$ cat src/rtl/marker_pkg.sv
// rtl/marker_pkg.sv - shared widths, requester ids and FSM state type for the marker coordinate arbiter
package marker_pkg;

  localparam int COORD_X_W = 10;
  localparam int COORD_Y_W = 9;

  localparam int REQ_HOST = 0;
  localparam int REQ_TRK  = 1;

  typedef enum logic {
    S_IDLE = 1'b0,
    S_ACK  = 1'b1
  } marker_state_t;

endpackage

$ cat src/rtl/marker_coord_arbiter_frame_tick_detect.sv
// rtl/marker_coord_arbiter_frame_tick_detect.sv - registered one-cycle pulse when the sensor row counter wraps to row 0
module frame_tick_detect (
  input  logic        iCLK,
  input  logic        iRST,
  input  logic [10:0] iY_Cont,
  output logic        oTick
);

  logic [10:0] y_prev_q, y_prev_d;
  logic        tick_q, tick_d;

  // y_prev clears to 0 on reset, so sitting on row 0 out of reset is not a wrap
  always_comb begin
    y_prev_d = iY_Cont;
    tick_d   = (iY_Cont == 11'd0) && (y_prev_q != 11'd0);
  end

  always_ff @(posedge iCLK or negedge iRST) begin
    if (!iRST) begin
      y_prev_q <= 11'd0;
      tick_q   <= 1'b0;
    end else begin
      y_prev_q <= y_prev_d;
      tick_q   <= tick_d;
    end
  end

  assign oTick = tick_q;

endmodule

$ cat src/rtl/marker_coord_arbiter.sv
// rtl/marker_coord_arbiter.sv - two-requester round-robin arbiter that clamps, stages and frame-commits marker coordinates
// Optional stale-marker blanking is built when MARKER_TIMEOUT_EN is defined.
module marker_coord_arbiter
  import marker_pkg::*;
#(
  parameter int MAX_X          = 639,
  parameter int MAX_Y          = 479,
  parameter int TIMEOUT_FRAMES = 30
) (
  input  logic                 iCLK,
  input  logic                 iRST,
  input  logic [10:0]          iY_Cont,
  input  logic [1:0]           iReq,
  input  logic [COORD_X_W-1:0] iX0,
  input  logic [COORD_Y_W-1:0] iY0,
  input  logic [COORD_X_W-1:0] iX1,
  input  logic [COORD_Y_W-1:0] iY1,
  output logic [1:0]           oAck,
  output logic [COORD_X_W-1:0] oCoord_x,
  output logic [COORD_Y_W-1:0] oCoord_y,
  output logic                 oMarker_en,
  output logic                 oFrame_tick
);

  localparam logic [COORD_X_W-1:0] MAX_X_C = COORD_X_W'(MAX_X);
  localparam logic [COORD_Y_W-1:0] MAX_Y_C = COORD_Y_W'(MAX_Y);

  marker_state_t        state_q, state_d;
  logic                 rr_q, rr_d;
  logic [1:0]           ack_q, ack_d;
  logic [COORD_X_W-1:0] staged_x_q, staged_x_d, coord_x_q, coord_x_d;
  logic [COORD_Y_W-1:0] staged_y_q, staged_y_d, coord_y_q, coord_y_d;
  logic                 staged_valid_q, staged_valid_d;
  logic                 marker_en_q, marker_en_d;

  logic                 frame_tick;
  logic                 commit;
  logic                 win;
  logic [COORD_X_W-1:0] sel_x;
  logic [COORD_Y_W-1:0] sel_y;

`ifdef MARKER_TIMEOUT_EN
  logic [7:0]           stale_q, stale_d;
`endif

  frame_tick_detect u_frame_tick (
    .iCLK    (iCLK),
    .iRST    (iRST),
    .iY_Cont (iY_Cont),
    .oTick   (frame_tick)
  );

  always_comb begin
    state_d        = state_q;
    rr_d           = rr_q;
    ack_d          = 2'b00;
    staged_x_d     = staged_x_q;
    staged_y_d     = staged_y_q;
    staged_valid_d = staged_valid_q;
    coord_x_d      = coord_x_q;
    coord_y_d      = coord_y_q;
    marker_en_d    = marker_en_q;
    win            = rr_q;
    sel_x          = iX0;
    sel_y          = iY0;
`ifdef MARKER_TIMEOUT_EN
    stale_d        = stale_q;
`endif

    // Commit consumes the pre-edge staged value; a grant below may re-arm staged_valid
    commit = frame_tick && staged_valid_q;
    if (commit) begin
      coord_x_d      = staged_x_q;
      coord_y_d      = staged_y_q;
      marker_en_d    = 1'b1;
      staged_valid_d = 1'b0;
    end

`ifdef MARKER_TIMEOUT_EN
    if (commit) begin
      stale_d = 8'd0;
    end else if (frame_tick) begin
      if (stale_q != 8'hFF) begin
        stale_d = stale_q + 8'd1;
      end
      if (32'(stale_d) >= 32'(TIMEOUT_FRAMES)) begin
        marker_en_d = 1'b0;
      end
    end
`endif

    if (state_q == S_IDLE) begin
      if (iReq != 2'b00) begin
        win   = (iReq == 2'b11) ? rr_q : iReq[REQ_TRK];
        sel_x = win ? iX1 : iX0;
        sel_y = win ? iY1 : iY0;
        staged_x_d     = (32'(sel_x) > 32'(MAX_X)) ? MAX_X_C : sel_x;
        staged_y_d     = (32'(sel_y) > 32'(MAX_Y)) ? MAX_Y_C : sel_y;
        staged_valid_d = 1'b1;
        rr_d           = ~win;
        ack_d          = win ? (2'b01 << REQ_TRK) : (2'b01 << REQ_HOST);
        state_d        = S_ACK;
      end
    end else begin
      state_d = S_IDLE;
    end
  end

  always_ff @(posedge iCLK or negedge iRST) begin
    if (!iRST) begin
      state_q        <= S_IDLE;
      rr_q           <= 1'b0;
      ack_q          <= 2'b00;
      staged_x_q     <= '0;
      staged_y_q     <= '0;
      staged_valid_q <= 1'b0;
      coord_x_q      <= '0;
      coord_y_q      <= '0;
      marker_en_q    <= 1'b0;
    end else begin
      state_q        <= state_d;
      rr_q           <= rr_d;
      ack_q          <= ack_d;
      staged_x_q     <= staged_x_d;
      staged_y_q     <= staged_y_d;
      staged_valid_q <= staged_valid_d;
      coord_x_q      <= coord_x_d;
      coord_y_q      <= coord_y_d;
      marker_en_q    <= marker_en_d;
    end
  end

`ifdef MARKER_TIMEOUT_EN
  always_ff @(posedge iCLK or negedge iRST) begin
    if (!iRST) begin
      stale_q <= 8'd0;
    end else begin
      stale_q <= stale_d;
    end
  end
`endif

  assign oAck        = ack_q;
  assign oCoord_x    = coord_x_q;
  assign oCoord_y    = coord_y_q;
  assign oMarker_en  = marker_en_q;
  assign oFrame_tick = frame_tick;

endmodule

$ cat config.mk
export PLATFORM = sky130hd
export DESIGN_NAME = marker_coord_arbiter
export DESIGN_NICKNAME = d
export VERILOG_FILES = /design/src/rtl/marker_pkg.sv /design/src/rtl/marker_coord_arbiter_frame_tick_detect.sv /design/src/rtl/marker_coord_arbiter.sv
export SDC_FILE = /design/constraint.sdc
export NUM_CORES = 1
export LEC_CHECK = 0
export CORE_UTILIZATION = 40
export DETAILED_ROUTE_END_ITERATION = 16
export HOLD_SLACK_MARGIN = 0.12
export PLACE_DENSITY_LB_ADDON = 0.05
export RECOVER_POWER = 100
export SLEW_MARGIN = 20
export SYNTH_ARGS = -nofsm -noshare
export SYNTH_HDL_FRONTEND = slang
export SYNTH_SLANG_ARGS = --single-unit
$ cat constraint.sdc
create_clock -name iCLK -period 2.3 [get_ports iCLK]
set_input_delay 0.23 -clock iCLK [delete_from_list [all_inputs] [get_ports iCLK]]
set_output_delay 0.23 -clock iCLK [all_outputs]
set_load 0.05 [all_outputs]
Word level (Yosys, flattened, before mapping) --
Cells that the tools add are included. Widths: inputs -> output; s select.
Storage, ports and cells: word-level logic and storage cells 35, bits in registers 56
Operators by class: order comparisons 2, bitwise gates (word level) 2, equality and inequality tests 1, reductions and logical operators 6, muxes and demuxes 13
Operator list (count):
- $mux 10 | 2
- $mux 9 | 2
- $logic_not 11->1 | 1
- $reduce_bool 11->1 | 1
- $gt 10x10->1 const B | 1
- $gt 9x9->1 const B | 1
- $mux 1 | 6
- $mux 2 | 3
- $eq 2x2->1 const B | 1
- $logic_and 1x1->1 | 2
- $not 1->1 | 2
- $reduce_and 2->1 | 1
- $reduce_bool 2->1 | 1

Depth between registers and ports, before layout --
Gate-level depths: netlist of the first run.
depth in word-level cells 5, depth in mapped cells 6, mapped depth without buffers 4

Hierarchy --
From an unflattened synthesis of the first run, not the netlist that was laid out.
Second synthesis, totals: cell total of the unflattened synthesis 167, area, all modules 2284.7 um2
Modules (own cells, without submodules):
- marker_coord_arbiter | sequential area each 1101.1 um2, cells each 147, instances 1, area an instance 1925.6 um2
- frame_tick_detect | sequential area each 300.3 um2, cells each 20, instances 1, area an instance 359.1 um2

Worst setup path before layout of the first run --
OpenSTA, ideal clock, no wires.
path type flip-flop to flip-flop, start register u_frame_tick.tick_q (netlist: u_frame_tick.oTick), end register coord_x_q[9] (netlist: oCoord_x[9]), required time 2.175 ns, path buffers 1, data arrival time 1.245 ns, setup time 0.125 ns, slack 0.930 ns, clock period less this slack 1.370 ns, cell stages (with the launch flop) 4, cell sequence dfrtp_1 > nand2_1 > buf_2 > mux2_2
Between the ends: longest elaborated chain between the ends 1
RTL lines:
- start: declaration | line marker_coord_arbiter_frame_tick_detect.sv:10 | logic tick_q, tick_d;
- start signal: assignment | line marker_coord_arbiter_frame_tick_detect.sv:24 | tick_q <= tick_d;
- $logic_and 1x1->1 | line marker_coord_arbiter.sv:71 | commit = frame_tick && staged_valid_q;
- end signal: assignment | line marker_coord_arbiter.sv:127 | coord_x_q <= coord_x_d;
- end: declaration | line marker_coord_arbiter.sv:31 | logic [COORD_X_W-1:0] staged_x_q, staged_x_d, coord_x_q, coord_x_d;
Every way passes these cells. A chain may end at the register's enable or synchronous reset.

Worst setup path in the final report of the first run --
start register u_frame_tick.tick_q (netlist: u_frame_tick.oTick), end register coord_x_q[1] (netlist: oCoord_x[1])
Same word-level chain as after synthesis.

==> results.sh, run 1 <==
export IMPL_synthXorXnorAreaFrac_pct=0
export IMPL_muxShareOfSynthArea_pct=9.411
export IMPL_insertion_delay_ns=0.30
export IMPL_final_common_cell="dfrtp_1"
export IMPL_wl_per_cell_um=15.41
export IMPL_syn_avg_cell_area_um2=13.61
export IMPL_synth_adder_area_share_pct=0
export IMPL_synth_compound_area_share_pct=11.56
export IMPL_hold_path_class="in2async"
export IMPL_finalWorstSetupSlack_ns=0.4250
export IMPL_die_area_um2=5989
export IMPL_start_kind="register"
export IMPL_grt_total_usage_pct=17.72
export IMPL_cts_buffer_depth=2
export IMPL_vias=1642
export IMPL_io_pins=76
export IMPL_synth_top_family_by_area="simple AND/OR/NAND/NOR gates"
export IMPL_rows=27
export IMPL_cts_tree="built"
export IMPL_grt_max_degree=30
export IMPL_p_leak_nw=1.408
export IMPL_worst_slew_pin_transition_ns=0.8000
export IMPL_yosys_warnings=0
export IMPL_ys_seq_area_share_pct=61.64
export IMPL_crit_path_max_fanout=14
export IMPL_fillerInstances=469
export IMPL_fp_dieH_um=77.39
export IMPL_critPathTopFamily="buffers and inverters"
export IMPL_finalSetupViolations=0
export IMPL_drc=0
export IMPL_antenna_left=0
export IMPL_comb_power_share_pct=18.2
export IMPL_sequentialPowerShare_pct=54.7
export IMPL_setup_tns_ns=0
export IMPL_timing_final_crit_share_pct=81.52
export IMPL_status="completed"
export IMPL_synth_area_um2=2273
export IMPL_h_tree_depth=2
export IMPL_crit_arrival_ns=2.07
export IMPL_via_per_inst=5.147
export IMPL_synth_cells=167
export IMPL_final_layout_size_suffix_gt1_share_pct=14.98
export IMPL_end_kind="register"
export IMPL_finClkSkew_ns=0.006131
export IMPL_grt_pass1_vias=1662
export IMPL_drt_wl_total_um=4915
export IMPL_gp_congestion=0.8580
export IMPL_port_buffers=75
export IMPL_synth_nets=220
export IMPL_design_core_area_um2=5507
export IMPL_slew_headroom_pct=46.66
export IMPL_fin_nets=299
export IMPL_crit_type="reg2reg"
export IMPL_clkPwrFrac_pct=27.1
export IMPL_layout_common_cells="dfrtp_1 (56), clkdlybuf4s50_1 (39), dlygate4sd3_1 (36), mux2_2 (19), nand2b_1 (13)"
export IMPL_clockRootBuffer="clkbuf_8"
export IMPL_p_per_area_nw_per_um2=649.6
export IMPL_p_switching_mw=0.5461
export IMPL_hold_viol=0
export IMPL_postCtsResizedCells=0
export IMPL_maxSlewViolCount=0
export IMPL_grt_pass1_wl_um=8128
export IMPL_place_hpwl_um=3638
export IMPL_first_iter_violations=83
export IMPL_ys_types=29
export IMPL_max_freq_ghz=0.5333
export IMPL_antenna_found_initial=0
export IMPL_ys_ff_latch=56
export IMPL_cts_sinks=56
export IMPL_clk_pin_slew_ns=0.09
export IMPL_numCtsBuffers=5
export IMPL_slowest_stage="clkbuf_1"
export IMPL_initial_core_util_pct=41.29
export IMPL_areaGrowthSynthToFinish_pct=39.19
export IMPL_dr_pass1_iters=4
export IMPL_required_ns=2.49
export IMPL_cap_violations=0
export IMPL_pre_cts_ws_ns=0.4099
export IMPL_dieWidth_um=77.39
export IMPL_yosys_area_share_simple_pct=14.31
export IMPL_path_buf_inv=1
export IMPL_ir_drop_mv=0.3513
export IMPL_rsz0062_at_grt="no"
export IMPL_cellInternalPower_mw=1.509
export IMPL_swShare_pct=26.57
export IMPL_cpPeakStageDelay_ns=0.65
export IMPL_finalCriticalPeriod_ns=1.875
export IMPL_overflow=0
export IMPL_crit_chain="nand2_1 > clkbuf_1 > mux2_2"
export IMPL_n_antenna_cell=0
cell usage after synthesis (all sizes together):
| library cell | instances | area share [%] |
|---|---|---|
| nor2b | 2 | 0.55 |
| dfrtp | 56 | 62 |
| nor3 | 3 | 0.66 |
| o221a | 12 | 5.9 |
| nand3 | 9 | 3.5 |
| o21bai | 1 | 0.83 |
| nor4 | 4 | 1.1 |
| o221ai | 1 | 0.39 |
| nand4 | 2 | 0.55 |
| inv | 5 | 0.83 |
| o21ai | 9 | 2.5 |
| a31oi | 7 | 1.9 |
| or2b | 1 | 0.33 |
| mux2 | 19 | 9.4 |
| nand4b | 2 | 0.77 |
| nand2b | 13 | 3.6 |
| nand2 | 3 | 0.50 |
| buf | 6 | 2.3 |
| and2 | 1 | 0.28 |
| and2b | 3 | 1.2 |
| nor2 | 8 | 1.3 |
final timing paths:
kind / slack (ns) / depth (start not counted) / end / start
worst min register to register: 0.47 / 1 / oMarker_en / oMarker_en
worst min-delay path: 0.46 / 2 / oCoord_x[4] / iRST
min in group iCLK: 0.47 / 1 / oMarker_en / oMarker_en
worst max register to register: 0.42 / 3 / oCoord_x[1] / u_frame_tick.oTick
worst max-delay path: 0.42 / 3 / oCoord_x[1] / u_frame_tick.oTick
max in group asynchronous: 0.74 / 3 / rr_q / iRST
final cells by class:
type | instances | area (µm²) | share of cell area, %
repair buffers | 78 | 764.5 | 24.16
clock buffers | 6 | 82.58 | 2.610
inverters | 5 | 18.77 | 0.5931
clock inverters | 2 | 15.01 | 0.4745
flip-flops and latches | 56 | 1401 | 44.29
well taps | 72 | 90.09 | 2.847
multi-input cells | 100 | 792.0 | 25.03
worst register-to-register path, cell delays in order (launching register included):
cell      delay [ns]
dfrtp_1         0.41
nand2_1         0.29
clkbuf_1        0.65
mux2_2          0.42
power groups by stage:
stage | clock, mW | sequential, mW | combinational, mW
3_5_place_dp | 0 | 1.14 | 0.389
3_3_place_gp | 0 | 1.14 | 0.377
4_1_cts | 0.576 | 1.13 | 0.394
5_1_grt | 0.621 | 1.14 | 0.405
2_1_floorplan | 0 | 1.17 | 0.182
6_report | 0.557 | 1.12 | 0.374
layer usage:
| metal | part of all wire [%] | GRT usage, % | up-vias |
|---|---|---|---|
| met3 | 5.3 | 5.176 | 7 |
| met2 | 48 | 27.52 | 59 |
| met1 | 45 | 23.95 | 812 |
| met5 | 0 | 0 | - |
| met4 | 1.6 | 5.472 | 0 |
| li1 | - | - | 764 |
kinds of logic (layout without fill, tap and decap cells):
logic type	Yosys count	after routing
muxes	19	19
DFF	56	56
and+or+nand+nor	51	51
buffers and inverters	11	91
AOI/OAI and AO/OA	30	30
stage by stage:
step	area (µm²)	total power [mW]	hold slack, ns	instances	utilization, %
2_1_floorplan	2273	1.351	-0.06559	167	-
3_3_place_gp	3085	1.521	0.2809	310	56.03
3_5_place_dp	3085	1.534	0.2932	310	56.03
4_1_cts	3193	2.095	0.3722	319	57.99
5_1_grt	3164	2.165	0.4746	319	57.46
6_report	3164	2.056	0.4601	319	57.46
state kept, by name (all words and copies together) (netlist names):
signal and flops:
staged_valid_q 1, oAck 2, staged_y_q 9, state_q 1
oCoord_y 9, oCoord_x 10, staged_x_q 10, u_frame_tick.y_prev_q 11
u_frame_tick.oTick 1, oMarker_en 1, rr_q 1
repair_timing:
action / 4_1_cts / 5_1_grt
hold buffers: 1 / 0
hold endpoints to repair: 27 / 0
buffers inserted: 0 / 0
No activity file was read; power rests on OpenSTA's default activity.
==> inputs of run 2 (changes only) <==
==> constraint.sdc (replaced) <==
create_clock -name iCLK -period 1.92 [get_ports iCLK]
set_input_delay 0.192 -clock iCLK [delete_from_list [all_inputs] [get_ports iCLK]]
set_output_delay 0.192 -clock iCLK [all_outputs]
set_load 0.05 [all_outputs]
==> run 2 against run 1 <==
Worst setup slack lost 0.25 ns. Combinational power is 20% higher. Power increased by 17%. Register-to-register slack worse by 0.10 ns. First-iteration DRC count is 34% lower. Largest cell class unchanged. Largest power group unchanged.
==> results.sh, run 2 (synthesized netlist as in run 1, its figures left out) <==
export IMPL_status="completed"
export IMPL_grt_total_usage_pct=17.49
export IMPL_die_area_um2=5989
export IMPL_hold_path_class="in2reg"
export IMPL_numCtsBuffers=5
export IMPL_post_route_util_pct=57.37
export IMPL_p_per_area_nw_per_um2=762.9
export IMPL_worst_slew_pin_transition_ns=0.7948
export IMPL_path_buf_inv=1
export IMPL_slew_headroom_pct=47.01
export IMPL_areaGrowthSynthToFinish_pct=38.97
export IMPL_rows=27
export IMPL_final_cells=320
export IMPL_place_hpwl_um=3665
export IMPL_max_freq_ghz=0.5728
export IMPL_dpl_cell_count=312
export IMPL_design_core_area_um2=5507
export IMPL_wl_per_cell_um=15.47
export IMPL_setup_tns_ns=0
export IMPL_grt_pass1_wl_um=8052
export IMPL_cts_setup_buffers=0
export IMPL_dr_pass1_iters=4
export IMPL_dieWidth_um=77.39
export IMPL_cap_violations=0
export IMPL_finalCriticalPeriod_ns=1.746
export IMPL_hold_viol=0
export IMPL_hold_buffers=1
export IMPL_fin_total_pwr_mw=2.410
export IMPL_antenna_found_initial=0
export IMPL_fin_area_um2=3159
export IMPL_final_common_cell="dfrtp_1"
export IMPL_overflow=0
export IMPL_n_antenna_cell=0
export IMPL_fp_dieH_um=77.39
export IMPL_insertion_delay_ns=0.30
export IMPL_clockRootBuffer="clkbuf_8"
export IMPL_cts_buffer_depth=2
export IMPL_ir_drop_mv=0.4544
export IMPL_cts_sinks=56
export IMPL_timing_final_crit_share_pct=90.93
export IMPL_end_kind="output port"
export IMPL_gp_congestion=0.8722
export IMPL_drc=0
export IMPL_grt_max_degree=35
export IMPL_hold_ws_ns=0.4678
export IMPL_rsz0062_at_grt="no"
export IMPL_antenna_left=0
export IMPL_via_per_inst=5.103
export IMPL_grt_pass1_vias=1654
export IMPL_crit_path_max_fanout=2
export IMPL_drt_wl_total_um=4951
export IMPL_finClkSkew_ns=0.005460
export IMPL_regMostFlops="u_frame_tick.y_prev_q"
export IMPL_start_kind="register"
export IMPL_finalWorstSetupSlack_ns=0.1741
export IMPL_maxSlewViolCount=0
export IMPL_largest_register_ffs=11
export IMPL_first_iter_violations=55
export IMPL_postCtsResizedCells=0
export IMPL_vias=1633
export IMPL_cts_tree="built"
export IMPL_crit_chain="dlygate4sd3_1"
export IMPL_cpPeakStageDelay_ns=0.88
export IMPL_slowest_stage="dlygate4sd3_1"
export IMPL_critPathTopFamily="buffers and inverters"
export IMPL_pre_cts_ws_ns=0.2049
export IMPL_clk_pin_slew_ns=0.09
export IMPL_p_leak_nw=1.409
export IMPL_finalSetupViolations=0
export IMPL_crit_type="reg2out"
export IMPL_fin_nets=301
export IMPL_initial_core_util_pct=41.29
export IMPL_h_tree_depth=2
export IMPL_required_ns=1.73
export IMPL_crit_arrival_ns=1.55
export IMPL_port_buffers=75
export IMPL_place_area_um2=3100
export IMPL_io_pins=76
export IMPL_layout_common_cells="dfrtp_1 (56), clkdlybuf4s50_1 (39), dlygate4sd3_1 (36), mux2_2 (19), nand2b_1 (13)"
export IMPL_final_layout_size_suffix_gt1_share_pct=15.32
-- run 2: worst paths after layout --
check / from / end / slack, ns / cells after the start
min reg2reg: oMarker_en / oMarker_en / 0.49 / 1
min in group asynchronous: iRST / oCoord_x[2] / 0.50 / 2
min: iY_Cont[9] / u_frame_tick.y_prev_q[9] / 0.47 / 1
max in group asynchronous: iRST / oCoord_x[8] / 0.43 / 3
max reg2reg: u_frame_tick.oTick / oCoord_y[1] / 0.32 / 3
max: oCoord_x[7] / oCoord_x[7] / 0.17 / 1
-- run 2: worst reg2reg max path, delay by kind of cell (launching register included) --
kind | cells | cell delay, ns
AND/OR/NAND/NOR | 1 | 0.29
flip-flops | 1 | 0.40
buffers and inverters | 1 | 0.41
multiplexers | 1 | 0.39
-- run 2: routing by layer --
metal	share of wire (%)	global-route usage, %	vias to the layer above
met1	46	22.71	814
met3	4.4	4.353	5
met5	0	0	-
met2	49	28.67	46
li1	-	-	768
met4	1.2	5.660	0
-- run 2: where the power goes --
group          internal (mW)  switching, mW
logic                  0.227          0.220
registers               1.29         0.0572
clock network          0.248          0.366
-- run 2: cell type report --
class	count	area (µm²)
fillers	458	2347
flip-flops and latches	56	1401
multi-input cells	100	794.5
repair buffers	80	773.2
well taps	72	90.09
clock buffers	5	68.82
inverters	5	18.77
clock inverters	2	12.51
==> inputs of run 3 (changes only) <==
--- a/config.mk
+++ b/config.mk
@@ -5,10 +5,11 @@
 export SDC_FILE = /design/constraint.sdc
 export NUM_CORES = 1
 export LEC_CHECK = 0
+export CAP_MARGIN = 20
 export CORE_UTILIZATION = 40
 export DETAILED_ROUTE_END_ITERATION = 16
 export HOLD_SLACK_MARGIN = 0.12
-export PLACE_DENSITY_LB_ADDON = 0.05
+export PLACE_DENSITY = 0.77
 export RECOVER_POWER = 100
 export SLEW_MARGIN = 20
 export SYNTH_ARGS = -nofsm -noshare
==> run 3 against run 2 <==
Worst setup slack got worse by 0.0059 ns. Worst hold slack lost 0.0024 ns. Clock skew shrank 0.0030 ns. Global-route usage is 0.29 points lower. Maximum frequency fell by 0.34%.
==> results.sh, run 3 (synthesized netlist as in run 1, its figures left out) <==
export IMPL_status="completed"
export IMPL_cts_tree="built"
export IMPL_critPathTopFamily="buffers and inverters"
export IMPL_cts_buffer_depth=2
export IMPL_route_top_layer_used="met4"
export IMPL_dr_wl_met3_um=265
export IMPL_start_kind="register"
export IMPL_rsz0062_at_grt="no"
export IMPL_n_antenna_cell=0
export IMPL_numCtsBuffers=5
export IMPL_grt_pass1_wl_um=7900
export IMPL_grt_total_usage_pct=17.20
export IMPL_end_kind="output port"
export IMPL_drt_wl_total_um=4768
export IMPL_path_buf_inv=1
export IMPL_fillerInstances=453
export IMPL_layout_common_cells="dfrtp_1 (56), clkdlybuf4s50_1 (40), dlygate4sd3_1 (35), mux2_2 (19), nand2b_1 (13)"
export IMPL_via_per_inst=5.087
export IMPL_antenna_left=0
export IMPL_cap_violations=0
export IMPL_ir_drop_mv=0.3233
export IMPL_slowest_stage="dlygate4sd3_1"
export IMPL_worst_slew_pin_transition_ns=1.208
export IMPL_crit_arrival_ns=1.56
export IMPL_drc=0
export IMPL_final_cells=322
export IMPL_crit_path_max_fanout=3
export IMPL_regMostFlops="u_frame_tick.y_prev_q"
export IMPL_initial_core_util_pct=41.29
export IMPL_largest_register_ffs=11
export IMPL_final_layout_size_suffix_gt1_share_pct=14.40
export IMPL_insertion_delay_ns=0.30
export IMPL_wl_met1_um=2159
export IMPL_rows=27
export IMPL_wl_per_cell_um=14.81
export IMPL_port_buffers=75
export IMPL_overflow=0
export IMPL_finalCriticalPeriod_ns=1.752
export IMPL_post_route_util_pct=57.99
export IMPL_fin_nets=302
export IMPL_dpl_cell_count=313
export IMPL_p_per_area_nw_per_um2=817.4
export IMPL_gp_congestion=0.7679
export IMPL_maxSlewViolCount=0
export IMPL_cpPeakStageDelay_ns=0.88
export IMPL_hold_path_class="in2reg"
export IMPL_max_freq_ghz=0.5709
export IMPL_finalSetupViolations=0
export IMPL_first_iter_violations=87
export IMPL_place_area_um2=3108
export IMPL_hold_viol=0
export IMPL_slew_headroom_pct=19.48
export IMPL_dr_wl_met2_um=2270
export IMPL_final_common_cell="dfrtp_1"
export IMPL_antenna_found_initial=0
export IMPL_setup_tns_ns=0
export IMPL_place_hpwl_um=3539
export IMPL_areaGrowthSynthToFinish_pct=40.45
export IMPL_timing_final_crit_share_pct=91.24
export IMPL_grt_max_degree=57
export IMPL_p_leak_nw=1.432
export IMPL_io_pins=76
export IMPL_required_ns=1.73
export IMPL_cts_sinks=56
export IMPL_die_area_um2=5989
export IMPL_dr_pass1_iters=4
export IMPL_design_core_area_um2=5507
export IMPL_finClkSkew_ns=0.002506
export IMPL_dieWidth_um=77.39
export IMPL_clockRootBuffer="clkbuf_8"
export IMPL_fin_area_um2=3193
export IMPL_fp_dieH_um=77.39
export IMPL_fin_total_pwr_mw=2.610
export IMPL_crit_type="reg2out"
export IMPL_clk_pin_slew_ns=0.09
export IMPL_h_tree_depth=2
export IMPL_grt_pass1_vias=1669
export IMPL_vias=1638
export IMPL_crit_chain="dlygate4sd3_1"
## run 3: timing repair
item | 4_1_cts | 5_1_grt
setup endpoints to repair | 0 | 0
buffers inserted | 0 | 0
hold endpoints to repair | 56 | 0
resized for setup | 0 | 0
hold buffers | 1 | 0
## run 3: path summary, 6_finish.rpt
check	slack (ns)	from	cells after the start	end
worst min-delay path	0.47	iY_Cont[5]	1	u_frame_tick.y_prev_q[5]
max in group asynchronous	0.42	iRST	3	staged_valid_q
min in group asynchronous	0.76	iRST	3	oMarker_en
worst min register to register	0.48	oMarker_en	1	oMarker_en
worst max register to register	0.41	rr_q	3	staged_x_q[6]
worst max-delay path	0.17	u_frame_tick.oTick	1	oFrame_tick
## run 3: power by group
part	switching [mW]	total, mW	internal (mW)
logic	0.215	0.440	0.225
registers	0.0576	1.35	1.29
clock network	0.360	0.821	0.460
## run 3: area by class of cell
type	count	area [µm²]	share of cell area, %
Sequential cell	56	1401	43.89
Tap cell	72	90.09	2.821
Inverter	5	18.77	0.5878
Clock buffer	7	96.34	3.017
Clock inverter	1	30.03	0.9404
Multi-Input combinational cell	100	777.0	24.33
Timing Repair Buffer	81	779.5	24.41
## run 3: per-stage QoR
stage / hold slack [ns] / worst slack (ns)
after floorplan: -0.1036 / 0.5502
after global placement: 0.2110 / 0.3378
after detailed placement: 0.2152 / 0.2661
after CTS: 0.3301 / 0.2122
after global routing: 0.4636 / 0.1185
final: 0.4653 / 0.1682
## run 3: routing by layer
| metal | vias up | track usage (%) |
|---|---|---|
| met5 | - | 0 |
| met4 | 0 | 7.358 |
| met3 | 5 | 3.059 |
| met2 | 63 | 27.35 |
| met1 | 799 | 23.15 |
| li1 | 771 | - |
